<file path="config.mk">
export PLATFORM = sky130hd
export DESIGN_NAME = btb_next_pc_unit
export DESIGN_NICKNAME = d
export VERILOG_FILES = /design/src/rtl/cpu_pkg.sv /design/src/rtl/sat_counter.sv /design/src/rtl/btb_next_pc_unit.sv
export SDC_FILE = /design/constraint.sdc
export NUM_CORES = 2
export LEC_CHECK = 0
export BUFFER_PORTS_ARGS = -buffer_cell sky130_fd_sc_hd__buf_2
export CAP_MARGIN = 20
export CORE_ASPECT_RATIO = 0.5
export CORE_UTILIZATION = 55
export CTS_BUF_LIST = sky130_fd_sc_hd__clkbuf_4 sky130_fd_sc_hd__clkbuf_8 sky130_fd_sc_hd__clkbuf_16
export CTS_CLUSTER_DIAMETER = 100
export CTS_CLUSTER_SIZE = 10
export DETAILED_ROUTE_END_ITERATION = 10
export HOLD_SLACK_MARGIN = 0.12
export PLACE_DENSITY = 0.75
export SETUP_SLACK_MARGIN = 0.15
export SLEW_MARGIN = 20
export SYNTH_ARGS = -nofsm -noshare
export SYNTH_HDL_FRONTEND = slang
export SYNTH_HIERARCHICAL = 1
export SYNTH_SLANG_ARGS = --single-unit
</file>
<file path="constraint.sdc">
create_clock -name clk -period 8.12 [get_ports clk]
set_input_delay 1.624 -clock clk [delete_from_list [all_inputs] [get_ports clk]]
set_output_delay 1.624 -clock clk [all_outputs]
set_load 0.05 [all_outputs]
</file>
<file path="src/rtl/cpu_pkg.sv">
// cpu_pkg: opcode constants and the BTB entry layout shared by the fetch/decode logic.
package cpu_pkg;
   localparam logic [5:0] OPCODE_J   = 6'h02;
   localparam logic [5:0] OPCODE_JAL = 6'h03;
   localparam logic [5:0] OPCODE_BEQ = 6'h04;
   localparam logic [5:0] OPCODE_BNE = 6'h05;
   localparam int CTR_MAX_W = 8;
   // tag holds pc >> (IDX_W+2), right-aligned, so one layout serves every ENTRIES value
   typedef struct packed {
      logic                 valid;
      logic [31:0]          tag;
      logic [31:0]          target;
      logic [CTR_MAX_W-1:0] ctr;
   } btb_entry_t;
endpackage

</file>
<file path="src/rtl/sat_counter.sv">
// sat_counter: saturating up/down counter with synchronous clear and parallel load.
module sat_counter #(
   parameter int W = 2
) (
   input  logic         clk,
   input  logic         clear,
   input  logic         inc,
   input  logic         dec,
   input  logic         load,
   input  logic [W-1:0] load_val,
   output logic [W-1:0] count
);
   always_ff @(posedge clk) begin
      if (clear) count <= '0;
      else if (load) count <= load_val;
      else if (inc && count != '1) count <= count + 1'b1;
      else if (dec && count != '0) count <= count - 1'b1;
   end
endmodule

</file>
<file path="src/rtl/btb_next_pc_unit.sv">
// btb_next_pc_unit: direct-mapped BTB next-PC prediction in IF, branch/jump resolution
// and BTB training in ID, with a saturating mispredict counter.
module btb_next_pc_unit
   import cpu_pkg::*;
#(
   parameter int ENTRIES = 16,
   parameter int CTR_W   = 2,
   parameter int CNT_W   = 16
) (
   input  logic             clk,
   input  logic             reset,
   input  logic [31:0]      if_pc,
   output logic [31:0]      if_pred_pc,
   output logic             if_pred_taken,
   input  logic             id_valid,
   input  logic [31:0]      id_pc_next,
   input  logic [31:0]      id_instr,
   input  logic             id_is_branch,
   input  logic             id_branch_cond,
   input  logic             id_is_jump,
   input  logic [31:0]      id_pred_pc,
   output logic             redirect,
   output logic [31:0]      redirect_pc,
   output logic [CNT_W-1:0] mispredict_cnt
);
   localparam int IDX_W = $clog2(ENTRIES);
   localparam int TS    = IDX_W + 2;
   logic [ENTRIES-1:0]            valid;
   logic [31:0]                   tag_mem [ENTRIES];
   logic [31:0]                   tgt_mem [ENTRIES];
   logic [ENTRIES-1:0][CTR_W-1:0] ctr;
   logic [IDX_W-1:0]              fi, ti;
   logic [31:0]                   id_pc, ttag, btgt, jtgt;
   logic                          taken, train, thit;
   logic [CTR_W-1:0]              init_ctr;
   btb_entry_t                    rd;
   always_comb begin
      fi            = if_pc[IDX_W+1:2];
      rd.valid      = valid[fi];
      rd.tag        = tag_mem[fi];
      rd.target     = tgt_mem[fi];
      rd.ctr        = CTR_MAX_W'(ctr[fi]);
      if_pred_taken = rd.valid && rd.tag == (if_pc >> TS) && rd.ctr >= CTR_MAX_W'(1 << (CTR_W - 1));
      if_pred_pc    = if_pred_taken ? rd.target : if_pc + 32'd4;
      btgt          = id_pc_next + {{14{id_instr[15]}}, id_instr[15:0], 2'b00};
      jtgt          = {id_pc_next[31:28], id_instr[25:0], 2'b00};
      taken         = id_is_jump || (id_is_branch && id_branch_cond);
      redirect_pc   = id_is_jump ? jtgt : (id_is_branch && id_branch_cond) ? btgt : id_pc_next;
      redirect      = !reset && id_valid && id_pred_pc != redirect_pc;
      id_pc         = id_pc_next - 32'd4;
      ti            = id_pc[IDX_W+1:2];
      ttag          = id_pc >> TS;
      train         = !reset && id_valid && (id_is_branch || id_is_jump);
      thit          = valid[ti] && tag_mem[ti] == ttag;
      init_ctr      = id_is_jump ? '1 : CTR_W'(1) << (CTR_W - 1);
   end
   always_ff @(posedge clk) begin
      if (reset) valid <= '0;
      else if (train && taken) valid[ti] <= 1'b1;
   end
   // tags and targets need no reset: valid gates every use of them
   always_ff @(posedge clk) begin
      if (train && taken) begin
         tag_mem[ti] <= ttag;
         tgt_mem[ti] <= redirect_pc;
      end
   end
   for (genvar i = 0; i < ENTRIES; i++) begin : g_ctr
      logic wr;
      assign wr = train && ti == IDX_W'(i);
      sat_counter #(.W(CTR_W)) u_ctr (
         .clk      (clk),
         .clear    (reset),
         .inc      (wr && thit && taken),
         .dec      (wr && thit && !taken),
         .load     (wr && !thit && taken),
         .load_val (init_ctr),
         .count    (ctr[i])
      );
   end
   sat_counter #(.W(CNT_W)) u_miss (
      .clk      (clk),
      .clear    (reset),
      .inc      (redirect),
      .dec      (1'b0),
      .load     (1'b0),
      .load_val ('0),
      .count    (mispredict_cnt)
   );
endmodule

</file>
* Yosys cells after proc, flatten, opt, wreduce, memory -nomap -nowiden
Memories as Yosys holds them, arrays and structs flattened.
Index checks and enable logic that the tools add are counted.
** Word-level totals
- Register bits after elaboration :: 64
- Memory bits (writable) :: 928
- Input bits :: 134
- Output and inout port bits :: 82
- Word-level logic and storage cells :: 334
- Memories :: 2
** Cells by class
- Add/sub/neg operators :: 36
- Eq/ne operators :: 35
- Bitwise logic cells :: 1
- Multiplexer cells :: 62
- Reduce and logical (&&, ||, !) cells :: 176
- Order comparisons :: 4
** Memories
- tgt_mem :: words 16, bits a word 32, rd ports 1, clocked after memory_dff 0, write ports 1, RTL line btb_next_pc_unit.sv:30 : logic [31:0] tgt_mem [ENTRIES];
- tag_mem :: words 16, bits a word 26, rd ports 2, clocked after memory_dff 0, write ports 1, RTL line btb_next_pc_unit.sv:29 : logic [31:0] tag_mem [ENTRIES];
** Operators with widths (count)
- logical AND 1 bit :: 138
- two-way mux 2 bit :: 49
- two-way mux 32 bit :: 3
- equality test 32 x 26 -> 1 bit :: 2
- nonzero test 3 bit :: 16
- adder 2 x 1 -> 2 bit (second input constant) :: 16
- adder 32 x 3 -> 32 bit (second input constant) :: 1
- adder 32 bit :: 1
- equality test 4 bit (second input constant) :: 8
- inequality test 2 bit (second input constant) :: 16
- inequality test 32 bit :: 1
- nonzero test 2 bit :: 16
- subtractor 2 x 1 -> 2 bit (second input constant) :: 16
- subtractor 32 x 3 -> 32 bit (second input constant) :: 1
- adder 16 x 1 -> 16 bit (second input constant) :: 1
- equality test 4 x 3 -> 1 bit (second input constant) :: 4
- inequality test 16 bit (second input constant) :: 1
- OR 16 bit :: 1
- < comparator 4 x 5 -> 1 bit (second input constant) :: 2
- binary-select mux 1 bit (select 4 bit) :: 2
- binary-select mux 2 bit (select 4 bit) :: 1
- equality test 4 x 2 -> 1 bit (second input constant) :: 2
- two-way mux 1 bit :: 6
- demux 1 bit (select 4 bit) :: 1
- other kinds (6) :: 9

* Longest topological paths before layout
- Depth after elaboration :: 10
- Mapped depth :: 23
- Gate-level depth less buffers :: 23

* By module
The synthesis kept the hierarchy.
** By module, submodules not included
- btb_next_pc_unit :: sequential area each 28187.0 µm², cells each 2495, instances 1, area an instance 45021.9 µm²
- sat_counter at g_ctr[0].u_ctr ... :: sequential area each 40.0 µm², cells each 13, instances 16, area an instance 107.6 µm²
- sat_counter at u_miss :: sequential area each 320.3 µm², cells each 195, instances 1, area an instance 1524.0 µm²

* Least setup slack after synthesis
OpenSTA, ideal clock, no wires.
- Path kind :: input -> register
- Start point :: input port id_pc_next[2]
- End point :: register u_miss.count[10]
- Cell stages on the path :: 23
- Arrival :: 8.735 ns
- Setup slack :: -0.711 ns
- Library setup time :: 0.095 ns
- Buffers on the path :: 0
- Required time :: 8.025 ns
- Cells stage by stage :: ha_1 inv_1 fa_1 nand2b_1 a211oi_1 o2111ai_1 o211ai_1 xor2_1 mux2i_1 o21ai_0 a221o_1 nor4_1 a21oi_1 o41a_4 inv_1 ha_1 nor2b_1 o31a_1 o21ai_1 a21boi_0 o21ai_0 or3b_1 a221oi_1
** Between the ends
- Longest elaborated chain between the ends :: 6
** Ends and longest elaborated chain
- start, declared :: RTL line btb_next_pc_unit.sv:16 : input logic [31:0] id_pc_next,
- adder 32 bit :: RTL line btb_next_pc_unit.sv:45 : btgt = id_pc_next + {{14{id_instr[15]}}, id_instr[15:0], 2'b00};
- two-way mux 32 bit (2 in a row) :: RTL line btb_next_pc_unit.sv:48 : redirect_pc = id_is_jump ? jtgt : (id_is_branch && id_branch_cond) ? btgt : id_pc_next;
- via redirect_pc[16] :: RTL line btb_next_pc_unit.sv:23 : output logic [31:0] redirect_pc,
- inequality test 32 bit :: RTL line btb_next_pc_unit.sv:49 : redirect = !reset && id_valid && id_pred_pc != redirect_pc;
- logical AND 1 bit :: RTL line btb_next_pc_unit.sv:49
- via redirect :: RTL line btb_next_pc_unit.sv:22 : output logic redirect,
- logical AND 1 bit :: RTL line sat_counter.sv:16 : else if (inc && count != '1) count <= count + 1'b1;
- end signal, assigned :: RTL line sat_counter.sv:15 : else if (load) count <= load_val;
- end signal, assigned :: RTL line sat_counter.sv:16
- end signal, assigned :: RTL line sat_counter.sv:17 : else if (dec && count != '0) count <= count - 1'b1;
- end, declared :: RTL line sat_counter.sv:11 : output logic [W-1:0] count
The timed path passes the listed nets, and every way through them passes these cells.
A chain may end at the register's enable or synchronous reset.

* Worst setup path after layout
- Start point :: input port if_pc[2]
- End point :: output port if_pred_pc[2]
** Between the ends
- Longest elaborated chain between the ends :: 5
- Elaborated cells between the ends (all ways) :: 12
- Those cells by class :: add/sub: 1; order compare: 1; eq/ne: 1; mux: 5; reduce/logical: 2; memory: 2
** Ends and longest elaborated chain
- start, declared :: RTL line btb_next_pc_unit.sv:12 : input logic [31:0] if_pc,
- memory read (16 x 26 bit), or another cell as far along
- equality test 32 x 26 -> 1 bit, or another cell as far along :: RTL line btb_next_pc_unit.sv:43 : if_pred_taken = rd.valid && rd.tag == (if_pc >> TS) && rd.ctr >= CTR_MAX_W'(1 << (CTR_W - 1));
- logical AND 1 bit or greater-or-equal comparator 2 bit (tied branches) :: RTL line btb_next_pc_unit.sv:43
- logical AND 1 bit :: RTL line btb_next_pc_unit.sv:43
- two-way mux 32 bit (*) :: RTL line btb_next_pc_unit.sv:44 : if_pred_pc = if_pred_taken ? rd.target : if_pc + 32'd4;
- end, declared :: RTL line btb_next_pc_unit.sv:13 : output logic [31:0] if_pred_pc,
Mark *: on every way between the ends. The rest lies on a longest branch, timed or not. The select of a mux whose other input is x is not followed.

==> reports/summary.json <==
{
  "sta": {
    "worst_slew_pin_slew_ns": 1.139,
    "worst_clock_skew_ns": 0.03007,
    "crit_share_post_route_pct": 90.46,
    "finalWorstPathRequiredPeriod_ns": 7.346,
    "rsz_0062_raised_after_global_routing": "no",
    "slew_headroom_pct": 23.92,
    "setup-violations-final": 0,
    "slew_viol_final": 0,
    "timing.hold.ws_ns": 0.5007,
    "final-hold-violation-count": 0,
    "achievable-frequency_mhz": 136.1,
    "tns_ns": 0
  },
  "setup_path": {
    "type_of_the_worst_setup_path": "input port to output port",
    "worstSetupStartpointType": "input port",
    "worstPathCellList": "buf_8 > buf_4 > mux4_1 > nor2b_1 > a211oi_1 > a21oi_1 > xor2_1 > nor2_1 > nand4bb_1 > nor4_4 > buf_12 > mux2i_1 > buf_2",
    "cp_data_required_time_ns": 6.50,
    "crit_slowest_cell": "sky130_fd_sc_hd__mux4_1",
    "cp_num_buf_inv": 4,
    "cpLargestDelayFamily": "buffers and inverters",
    "worstSetupPathDepth": 13,
    "end_kind": "output port",
    "reg2reg_to": "g_ctr[3].u_ctr/count[1]",
    "worst_reg_to_reg_setup_slack_ns": 3.60,
    "reg2reg_depth": 12,
    "critPathMaxFanout": 54,
    "cpPeakStageDelay_ns": 0.57,
    "regToRegStartpoint": "tag_mem[8][4]",
    "worst_setup_path_startpoint": "if_pc[2]",
    "worst_path_arrival_ns": 5.72,
    "crit_path_end": "if_pred_pc[2]"
  },
  "flow_run": {
    "cap_violations": 0
  },
  "hold_path": {
    "hp-class": "flip-flop to flip-flop"
  },
  "floorplan": {
    "die-height_um": 211.5,
    "design.die.area_um2": 89020,
    "rows": 76,
    "die_x_um": 421.0,
    "starting_utilization_of_the_core_area_pct": 55.84,
    "pin_count": 216,
    "core-area_um2": 86440
  },
  "route": {
    "met2WireLength_um": 67110,
    "routed_wire_length_per_instance_um": 31.40,
    "drc": 0,
    "route.vias.total": 30580,
    "routed.top_layer": "met4",
    "route.detailed.vias_per_inst": 6.799,
    "routed_wl_um": 141200,
    "routed_length_on_met1_um": 52610,
    "detail-route-antenna-nets": 0,
    "dr.first_iter.drc_count": 4093,
    "wl_met3_um": 15660,
    "drt-pass1-iter-count": 7
  },
  "pwr": {
    "power_density_nw_per_um2": 215.7,
    "peakVddDrop_mv": 0.1941,
    "leakage_power_of_the_design_nw": 18.32,
    "finalPower_mw": 11.90
  },
  "logic_synthesis": {
    "syn-instance-count": 2898,
    "synth_edf_count": 928,
    "post_synth_num_cell_types": 89,
    "seq_area_frac_synth_pct": 60.39,
    "async_reset_ff_share_pct": 0,
    "synthesis.area_per_instance_um2": 16.66,
    "dominantRegCellSynth": "sky130_fd_sc_hd__edfxtp_1",
    "synth-seq-cells": 992,
    "synth.yosys.warnings": 6,
    "cell_area_after_technology_mapping_um2": 48270
  },
  "clock_network": {
    "cts.clk_slew.worst_paths_ns": 0.06,
    "htree_num_levels": 3,
    "cts_repair_resize_count": 0,
    "clockBufferDepth": 3,
    "cts_made_buffers": 109,
    "clock_sinks": 992,
    "cts_tree": "done",
    "clock_insertion_delay_worst_skew_ns": 0.73,
    "postCtsSetupRepairBufs": 0,
    "cts_hold_buf": 0,
    "root_buffer": "sky130_fd_sc_hd__clkbuf_16"
  },
  "layout": {
    "ff_latch_area_um2": 29150,
    "area_growth_syn_to_layout_pct": 14.32,
    "proportion_of_layout_cells_with_a_drive_suffix_above_1_pct": 31.29,
    "layout.nets": 3441,
    "fillCellCount": 5895,
    "commonest_cells_after_routing_fill_and_taps_aside": "sky130_fd_sc_hd__edfxtp_1 (928), sky130_fd_sc_hd__mux4_2 (401), sky130_fd_sc_hd__buf_2 (204)",
    "mostFrequentLayoutCell": "sky130_fd_sc_hd__edfxtp_1",
    "instances_no_fill": 4498,
    "multi_input_comb_area_um2": 18500
  },
  "grt": {
    "grt_remaining_overflow": 0,
    "grt_pass1_wl_um": 204100,
    "antenna_found_initial": 16,
    "vias_in_the_first_global_route": 30560,
    "grtUsageTotal_pct": 31.86,
    "largest_net_degree_at_the_start_of_global_routing": 102
  },
  "place": {
    "placed_cells": 4313,
    "place.detailed.hpwl_um": 87850,
    "finalWeightedCongestion": 1.023,
    "buffer_ports.inserted": 209
  },
  "outcome": {
    "run_status": "completed"
  }
}
==> layout make-up <==
cell class                 instances  area share [%]
multi-input combinational       1744           33.52
clock buffer                     163           5.678
tap                             1170           2.653
antenna                           14         0.06349
timing repair buffer             368           4.712
clock inverter                     8          0.2834
inverter                          39          0.2653
sequential                       992           52.82
==> through the flow <==
stage / util [%] / cell area, um2 / setup slack, ns
finish: 63.84 / 55180 / 0.7743
global route: 63.84 / 55180 / 0.5181
CTS: 63.79 / 55140 / 0.7630
detailed placement: 59.98 / 51850 / 0.6166
global placement: 59.98 / 51850 / 0.7008
floorplan: - / 48410 / 0.2252
==> flip-flops by register name, summed over array words and instances, names as in the netlist <==
name               flops
valid                 16
tag_mem              416
g_ctr.u_ctr/count     32
u_miss/count          16
tgt_mem              512
==> how the worst min path moves through the flow <==
| stage | endpoint | startpoint | slack [ns] | cells after the start |
|---|---|---|---|---|
| final | valid[6] | valid[6] | 0.50 | 2 |
| after global routing | valid[12] | valid[12] | 0.53 | 2 |
| after CTS | valid[6] | valid[6] | 0.50 | 2 |
| after detailed placement | valid[11] | valid[11] | 0.48 | 2 |
| after global placement | valid[7] | valid[7] | 0.47 | 2 |
| after floorplan | valid[9] | valid[9] | 0.46 | 2 |
==> worst register-to-register path, delay by kind of cell, from the launching register on <==
family,cells,cell delay [ns]
mux,2,0.99
simple gates,7,2.48
flops,1,0.41
buf+inv,1,0.21
xor+xnor,1,0.19
compound gates,1,0.16
==> per-layer routing <==
metal  vias to the layer above  global-route usage, %
met2                      1999                  50.49
met1                     15660                  42.74
li1                      12570                      -
met3                       351                  7.464
met5                         -                      0
met4                         0                  13.63
==> cells in the mapped netlist (26+ instances only) <==
| master | n | area, um2 |
|---|---|---|
| sky130_fd_sc_hd__edfxtp_1 | 928 | 27870 |
| sky130_fd_sc_hd__mux4_2 | 401 | 9031 |
| sky130_fd_sc_hd__nand2_1 | 144 | 540.5 |
| sky130_fd_sc_hd__nor2_1 | 140 | 525.5 |
| sky130_fd_sc_hd__a21oi_1 | 118 | 590.6 |
| sky130_fd_sc_hd__xnor2_1 | 102 | 893.4 |
| sky130_fd_sc_hd__clkbuf_1 | 93 | 349.1 |
| sky130_fd_sc_hd__o21ai_0 | 78 | 390.4 |
| sky130_fd_sc_hd__xor2_1 | 76 | 665.6 |
| sky130_fd_sc_hd__dfxtp_1 | 64 | 1281 |
| sky130_fd_sc_hd__ha_1 | 51 | 638.1 |
| sky130_fd_sc_hd__nor3_1 | 41 | 205.2 |
| sky130_fd_sc_hd__a211oi_1 | 40 | 300.3 |
| sky130_fd_sc_hd__inv_1 | 39 | 146.4 |
| sky130_fd_sc_hd__nand3_1 | 39 | 195.2 |
| sky130_fd_sc_hd__nand4_1 | 32 | 200.2 |
| sky130_fd_sc_hd__mux2_4 | 29 | 435.4 |
| sky130_fd_sc_hd__buf_2 | 28 | 140.1 |
| sky130_fd_sc_hd__or3_1 | 26 | 162.7 |
==> power by group <==
group          switching, mW  total [mW]  internal (mW)
sequential            0.0348        5.73           5.69
clock                   1.98        4.63           2.65
combinational          0.954        1.54          0.588
total                   2.97        11.9           8.93
==> kinds of logic after synthesis <==
group	after synthesis	share of synthesized area, %
and+or+nand+nor	601	6.512
DFF	992	60.39
xor gates and xnor gates	182	3.378
muxes	476	21.06
other	2	0.01556
AOI/OAI and AO/OA	392	5.275
adders and majority gates	53	1.405
buffers and inverters	200	1.967
Power figures use the tool's default switching activity.
